==> src/rtl/cp0_pkg.sv <==
// Shared CP0 definitions: register numbers, Status/Cause field positions and exception codes.
package cp0_pkg;

  // CP0 register numbers (select 0)
  localparam logic [4:0] CP0_BADVADDR = 5'd8;
  localparam logic [4:0] CP0_COUNT    = 5'd9;
  localparam logic [4:0] CP0_COMPARE  = 5'd11;
  localparam logic [4:0] CP0_STATUS   = 5'd12;
  localparam logic [4:0] CP0_CAUSE    = 5'd13;
  localparam logic [4:0] CP0_EPC      = 5'd14;

  // Status field positions
  localparam int unsigned STATUS_IE     = 0;
  localparam int unsigned STATUS_EXL    = 1;
  localparam int unsigned STATUS_IM_LSB = 8;
  localparam int unsigned STATUS_IM_MSB = 15;

  // Cause field positions
  localparam int unsigned CAUSE_EXC_LSB = 2;
  localparam int unsigned CAUSE_EXC_MSB = 6;
  localparam int unsigned CAUSE_IP_LSB  = 8;
  localparam int unsigned CAUSE_IP_MSB  = 15;
  localparam int unsigned CAUSE_TI      = 30;
  localparam int unsigned CAUSE_BD      = 31;

  // Status bits software may change: IM, EXL, IE
  localparam logic [31:0] STATUS_WMASK = 32'h0000_FF03;

  // Exception codes
  typedef enum logic [4:0] {
    ExcInt  = 5'd0,
    ExcAdEL = 5'd4,
    ExcAdES = 5'd5,
    ExcSys  = 5'd8,
    ExcBp   = 5'd9,
    ExcRI   = 5'd10,
    ExcOv   = 5'd12
  } exc_code_e;

endpackage

==> src/rtl/cp0_timer.sv <==
// CP0 Count/Compare timer: Count advances every other cycle, TI latches on a compare match.
module cp0_timer #(
  parameter logic [31:0] COUNT_RESET = 32'h0000_0000
) (
  input  logic        clk,
  input  logic        resetn,
  input  logic        count_we,
  input  logic        compare_we,
  input  logic [31:0] wdata,
  output logic [31:0] count,
  output logic [31:0] compare,
  output logic        ti
);

  logic [31:0] count_q, count_d;
  logic [31:0] compare_q, compare_d;
  logic        tick_q, tick_d;
  logic        ti_q, ti_d;
  logic [31:0] count_inc;
  logic        match;

  assign count_inc = count_q + 32'd1;

  // Next-state: a Count write overrides the increment and restarts the half-rate tick
  always_comb begin
    count_d   = count_q;
    compare_d = compare_q;
    tick_d    = ~tick_q;
    match     = 1'b0;
    if (count_we) begin
      count_d = wdata;
      tick_d  = 1'b0;
    end else if (tick_q) begin
      count_d = count_inc;
      match   = (count_inc == compare_q);
    end
    if (compare_we) begin
      compare_d = wdata;
    end
    // Writing Compare is the only way to acknowledge the timer interrupt
    ti_d = compare_we ? 1'b0 : (ti_q | match);
  end

  // Timer state registers
  always_ff @(posedge clk or negedge resetn) begin
    if (!resetn) begin
      count_q   <= COUNT_RESET;
      compare_q <= 32'h0000_0000;
      tick_q    <= 1'b0;
      ti_q      <= 1'b0;
    end else begin
      count_q   <= count_d;
      compare_q <= compare_d;
      tick_q    <= tick_d;
      ti_q      <= ti_d;
    end
  end

  assign count   = count_q;
  assign compare = compare_q;
  assign ti      = ti_q;

endmodule

==> src/rtl/cp0_regfile.sv <==
// CP0 register file: exception commit, ERET, MTC0/MFC0, interrupt sampling.
// Optional Count/Compare timer is built when CP0_TIMER_EN is defined.
module cp0_regfile
  import cp0_pkg::*;
#(
  parameter logic [31:0] COUNT_RESET  = 32'h0000_0000,
  parameter logic [31:0] STATUS_RESET = 32'h0040_0000
) (
  input  logic        clk,
  input  logic        resetn,
  input  logic        exception_occur,
  input  logic [4:0]  ExcCode,
  input  logic        is_ds,
  input  logic [31:0] epc_in,
  input  logic        badvaddr_we,
  input  logic [31:0] badvaddr_in,
  input  logic        isERET,
  input  logic        mtc0_we,
  input  logic [4:0]  cp0_waddr,
  input  logic [31:0] cp0_wdata,
  input  logic [4:0]  cp0_raddr,
  output logic [31:0] cp0_rdata,
  input  logic [5:0]  hw_int,
  output logic [31:0] Status,
  output logic [31:0] Cause,
  output logic [31:0] EPC,
  output logic        interrupt_pending
);

  logic [31:0] status_q, status_d;
  logic [31:0] epc_q, epc_d;
  logic [31:0] badvaddr_q, badvaddr_d;
  logic [4:0]  exc_code_q, exc_code_d;
  logic        bd_q, bd_d;
  logic [1:0]  ip_sw_q, ip_sw_d;
  logic [5:0]  hw_int_q;

  logic [31:0] count;
  logic [31:0] compare;
  logic        ti;
  logic [7:0]  ip;

`ifdef CP0_TIMER_EN
  logic count_we;
  logic compare_we;

  // Timer writes are not subject to exception/ERET priority
  assign count_we   = mtc0_we && (cp0_waddr == CP0_COUNT);
  assign compare_we = mtc0_we && (cp0_waddr == CP0_COMPARE);

  cp0_timer #(
    .COUNT_RESET (COUNT_RESET)
  ) u_timer (
    .clk        (clk),
    .resetn     (resetn),
    .count_we   (count_we),
    .compare_we (compare_we),
    .wdata      (cp0_wdata),
    .count      (count),
    .compare    (compare),
    .ti         (ti)
  );
`else
  logic unused_count_reset;

  assign count   = 32'h0000_0000;
  assign compare = 32'h0000_0000;
  assign ti      = 1'b0;
  assign unused_count_reset = ^COUNT_RESET;
`endif

  // Next-state: exception beats ERET beats MTC0; a losing write is dropped
  always_comb begin
    status_d   = status_q;
    epc_d      = epc_q;
    badvaddr_d = badvaddr_q;
    exc_code_d = exc_code_q;
    bd_d       = bd_q;
    ip_sw_d    = ip_sw_q;
    if (exception_occur) begin
      status_d[STATUS_EXL] = 1'b1;
      exc_code_d           = ExcCode;
      bd_d                 = is_ds;
      epc_d                = epc_in;
      if (badvaddr_we) begin
        badvaddr_d = badvaddr_in;
      end
    end else if (isERET) begin
      status_d[STATUS_EXL] = 1'b0;
    end else if (mtc0_we) begin
      case (cp0_waddr)
        CP0_STATUS: status_d = (status_q & ~STATUS_WMASK) | (cp0_wdata & STATUS_WMASK);
        CP0_CAUSE:  ip_sw_d  = cp0_wdata[9:8];
        CP0_EPC:    epc_d    = cp0_wdata;
        default:    ;
      endcase
    end
  end

  // Architectural register state and interrupt line sampling
  always_ff @(posedge clk or negedge resetn) begin
    if (!resetn) begin
      status_q   <= STATUS_RESET;
      epc_q      <= 32'h0000_0000;
      badvaddr_q <= 32'h0000_0000;
      exc_code_q <= 5'd0;
      bd_q       <= 1'b0;
      ip_sw_q    <= 2'b00;
      hw_int_q   <= 6'b00_0000;
    end else begin
      status_q   <= status_d;
      epc_q      <= epc_d;
      badvaddr_q <= badvaddr_d;
      exc_code_q <= exc_code_d;
      bd_q       <= bd_d;
      ip_sw_q    <= ip_sw_d;
      hw_int_q   <= hw_int;
    end
  end

  // Hardware IP bits track the sampled lines every cycle; IP[7] is shared with the timer
  always_comb begin
    ip = {hw_int_q[5] | ti, hw_int_q[4:0], ip_sw_q};
  end

  // Cause assembled from its fields
  always_comb begin
    Cause                              = 32'h0000_0000;
    Cause[CAUSE_BD]                    = bd_q;
    Cause[CAUSE_TI]                    = ti;
    Cause[CAUSE_IP_MSB:CAUSE_IP_LSB]   = ip;
    Cause[CAUSE_EXC_MSB:CAUSE_EXC_LSB] = exc_code_q;
  end

  // MFC0 read mux, no bypass of same-cycle writes
  always_comb begin
    case (cp0_raddr)
      CP0_BADVADDR: cp0_rdata = badvaddr_q;
      CP0_COUNT:    cp0_rdata = count;
      CP0_COMPARE:  cp0_rdata = compare;
      CP0_STATUS:   cp0_rdata = status_q;
      CP0_CAUSE:    cp0_rdata = Cause;
      CP0_EPC:      cp0_rdata = epc_q;
      default:      cp0_rdata = 32'h0000_0000;
    endcase
  end

  // Interrupt request towards the exception detector
  always_comb begin
    interrupt_pending = status_q[STATUS_IE] & ~status_q[STATUS_EXL] &
                        (|(Cause[CAUSE_IP_MSB:CAUSE_IP_LSB] &
                           status_q[STATUS_IM_MSB:STATUS_IM_LSB]));
  end

  assign Status = status_q;
  assign EPC    = epc_q;

endmodule
==> config.mk <==
export PLATFORM = sky130hd
export DESIGN_NAME = cp0_regfile
export DESIGN_NICKNAME = d
export VERILOG_FILES = /design/src/rtl/cp0_pkg.sv /design/src/rtl/cp0_timer.sv /design/src/rtl/cp0_regfile.sv
export SDC_FILE = /design/constraint.sdc
export NUM_CORES = 1
export LEC_CHECK = 0
export BUFFER_PORTS_ARGS = -buffer_cell sky130_fd_sc_hd__buf_2
export CAP_MARGIN = 25
export CORE_MARGIN = 10
export CORE_UTILIZATION = 46
export DETAILED_ROUTE_END_ITERATION = 10
export PLACE_DENSITY = 0.86
export SYNTH_ARGS = -nofsm -noshare
export SYNTH_HDL_FRONTEND = slang
export SYNTH_SLANG_ARGS = --single-unit
==> constraint.sdc <==
create_clock -name clk -period 2.16 [get_ports clk]
set_input_delay 0.432 -clock clk [delete_from_list [all_inputs] [get_ports clk]]
set_output_delay 0.432 -clock clk [all_outputs]
set_load 0.02 [all_outputs]
# --- Yosys cells after proc, flatten, opt, wreduce, memory -nomap -nowiden ---
# Cells that the tools add are included.
totals:
  ff_bits: 110
  input_bits: 124
  out_inout_bits: 129
classes:
  n_eq_ne: 8
  mux: 9
  bitwise: 7
  reduce_logical: 10
op_table:
  columns: ["op", "count"]
  rows:
  - ["2-to-1 mux 32 bit", 4]
  - ["case mux 32 bit (4 select lines)", 1]
  - ["== test 5 x 4 -> 1 bit, second input constant", 7]
  - ["bitwise OR 32 x 16 -> 32 bit", 1]
  - ["bitwise AND 8 bit", 1]
  - ["AND reduction 4 bit", 2]
  - ["OR reduction 8 bit", 1]
  - ["nonzero test 3 bit", 2]
  - ["2-to-1 mux 2 bit", 2]
  - ["AND reduction 2 bit", 2]
  - ["nonzero test 2 bit", 2]
  - ["NOT 1 bit", 3]
  - ["AND reduction 3 bit", 1]
  - ["bitwise AND 1 bit", 2]
  - ["2-to-1 mux 1 bit", 2]
  - ["!= test 2 bit, second input constant", 1]

# --- Depth between registers and ports, before layout ---
depth:
  word_depth: 5
  ltp_mapped: 6

# --- Least setup slack after synthesis ---
# OpenSTA, ideal clock, no wires.
synth_path:
  path_type: "input-to-output"
  startpoint: "input port cp0_raddr[1]"
  endpoint: "output port cp0_rdata[22]"
  arrival_time_ns: 1.505
  path_slack_ns: 0.223
  path_stages: 3
  n_path_buf: 1
  path_cell_list: "clkbuf_1 a2bb2oi_1 nor4b_1"
synth_via:
  elab_chain_cells: 2
  word_cells_on_any_way: 5
  classes_between: "4 x eq/ne; 1 x mux"
synth_lines:
  columns: ["item", "line_no", "text"]
  rows:
  - ["start: declaration", "cp0_regfile.sv:21", "input logic [4:0] cp0_raddr,"]
  - ["== test 5 x 4 -> 1 bit", "cp0_regfile.sv:137", "case (cp0_raddr)"]
  - ["case mux 32 bit (4 select lines) *", "cp0_regfile.sv:137", null]
  - ["end: declaration", "cp0_regfile.sv:22", "output logic [31:0] cp0_rdata,"]
# Every way passes the cells marked *; elsewhere a longest branch is shown, timed or not.

# --- Worst setup path after layout ---
layout_path:
  startpoint: "input port cp0_raddr[4]"
  endpoint: "output port cp0_rdata[31]"
# Same word-level chain as after synthesis.

==> metrics.txt <==
mean area per synthesized cell=10.7 um2; Reg2Reg Depth=2; first-pass GRT wire length=23.9 mm; Die ar.=0.0148 mm2; I/O pin total=253; Std-Cell Rows=36; Cell Pwr Density=668 mW/mm2; crit path cell chain=buf_2 > nor4bb_4 > and2_4 > a221o_1 > buf_2; WL per Instance=21.1 um; vias in the first global route=4,476; clk_skew=0 ns; count leader, synth=dfrtp_1; max cap viols=0; standby leakage power=0.00306 uW; # clock sinks=88; DP Area=0.00579 mm2; crit share post-route=95.1%; Crit Path Max Fanout=12; highest clock rate=487 MHz; status=completed; proportion of layout cells with a drive suffix above 1=46.1%; total number of H-tree levels=3; Die X-Extent=121 um; Final Hold Violating Endpoints=0; Setup-failing EPs final=0; critical path endpoint category=output port; worst reg2reg startpoint=EPC[29]; total setup buffers inserted after CTS=0; register area share after synthesis=46.5%; CP dominant cell by count=buf_2; DR vias=4,353; crit start category=input port; Req. time, crit path=1.73 ns; Synth area leaders=dfrtp_1, mux2_2, buf_4; Final #Nets=770; GR Overflow Total=0; routability cong.=0.918; Post-CTS Resized=0; top cell type's share of synthesized area=46.5%; GRT Util Overall=20.4%; post-synthesis register bit count=88; drt total wl=16.6 mm; # port buffers=212; internal reg-to-reg setup slack=1.20 ns; Netlist Area Pre-Place=0.00474 mm2; drt pass-1 iters=5; antenna violations before repair=2; FFs w/ async S/R, synth=100%; CP max stage cell=nor4bb_4; Final ANT Viol Nets=0; worst slew pin tran=0.557 ns; Peak VDD IR=0.362 mV; cell type with the largest total area after synthesis=dfrtp_1; DRC=0; CTS Hold Bufs=0; worst-skew pair later-pin latency=0.35 ns; Period minus WS final=2.05 ns; routed vias/inst=5.55; CTS Buffer Depth=2; Post-synth EDFFs=0; Setup TNS Final=0 ns; Initial Util=47.8%; CTS clock-pin slew for the worst setup and hold paths=0.09 ns; largest net degree at the start of global routing=48; initial DRC count=290; die height=121 um; synth warn=0; Pins Over Slew Limit=0; Hold Path Class=input port to async pin; crit path kind=input port to output port; Final Instance Area=0.00602 mm2; Main synth FF type=dfrtp_1; top cells by count, synth=dfrtp_1, mux2_2, buf_4; CTS tree=built; Crit. Startpoint=cp0_raddr[4]; Critical Path AT=1.62 ns; capturing point of the worst reg2reg path=EPC[29]; total CTS buffers=9; clock root cell=clkbuf_8; core footprint=0.00991 mm2; Yosys cell types=35; CP Capture Point=cp0_rdata[31]; RSZ-0062 raised after global routing=no; Syn Inst Count=444; Relative slew margins=62.8%; P&R area growth vs syn=27.2%; hpwl dp=12.7 mm; Worst path max stage delay=0.37 ns
## per-layer routing
metal	routed length [um]	track usage, %	up-vias
met5	0	0	-
met4	204	5.51	0
met3	1870	7.63	28
met2	8580	36.4	273
met1	5890	22.2	2098
li1	-	-	1954
## kinds of logic after synthesis
family,Yosys count,synth area share (%)
AO/OA/AOI/OAI,62,11.7
AND/OR/NAND/NOR,131,16.9
other,2,0.159
buffers and inverters,112,13.2
flip-flops,88,46.5
multiplexers,49,11.7
## layout by cell type, fill, tap and decap left out, types with 2 or more instances in the layout
master	instances
buf_2	211
inv_1	34
a221o_1	8
mux2_2	49
clkbuf_8	10
bufinv_16	2
a22o_1	16
nand4b_1	33
conb_1	40
nand4_1	8
buf_4	17
and3_1	8
nand2_1	34
dfrtp_1	88
nor2_1	3
diode_2	2
buf_12	2
and2_4	2
and2_1	3
o311ai_0	32
nand3_1	32
a22oi_1	2
## per-stage QoR
step | hold WS, ns | utilization, % | worst slack (ns) | cells | power, uW
global placement | 0.448 | 58.4 | 0.0967 | 767 | 2790
global route | 0.0772 | 60.8 | 0.0200 | 784 | 4220
finish | 0.0510 | 60.8 | 0.107 | 784 | 4020
floorplan | 0.136 | - | 0.223 | 482 | 2490
CTS | 0.0590 | 60.5 | 0.0252 | 781 | 4050
detailed placement | 0.450 | 58.4 | 0.0339 | 767 | 2820
## critical path, delay by kind of cell
kind | cells | cell delay [ns]
compound gates | 1 | 0.18
simple gates | 2 | 0.70
buf+inv | 2 | 0.30
## final cells by class
class                      count  area, um2
multi-input combinational    283       2090
clock buffer                  11        141
antenna                        2       5.00
fill                         843       3890
inverter                      34        128
sequential                    88       2200
tap                          133        166
timing repair buffer         230       1220
clock inverter                 3       67.6
## registers in the layout, indices dropped and copies added, names as in the netlist
signal      cells
EPC            32
exc_code_q      5
bd_q            1
badvaddr_q     32
ip_sw_q         2
hw_int_q        6
Status         10
## how the worst min path moves through the flow
stage	end	startpoint	slack [ns]
2_1_floorplan	EPC[0]	resetn	0.14
3_3_place_gp	badvaddr_q[30]	resetn	0.45
3_5_place_dp	badvaddr_q[31]	resetn	0.45
4_1_cts	badvaddr_q[31]	resetn	0.06
5_1_grt	EPC[31]	resetn	0.08
6_report	badvaddr_q[31]	resetn	0.05
## where the power goes
part	switching [uW]	leakage, uW	internal, uW
logic	494	0.00190	337
clock network	557	0.000102	672
registers	137	0.00106	1830
(Power assumes the default switching activity.)
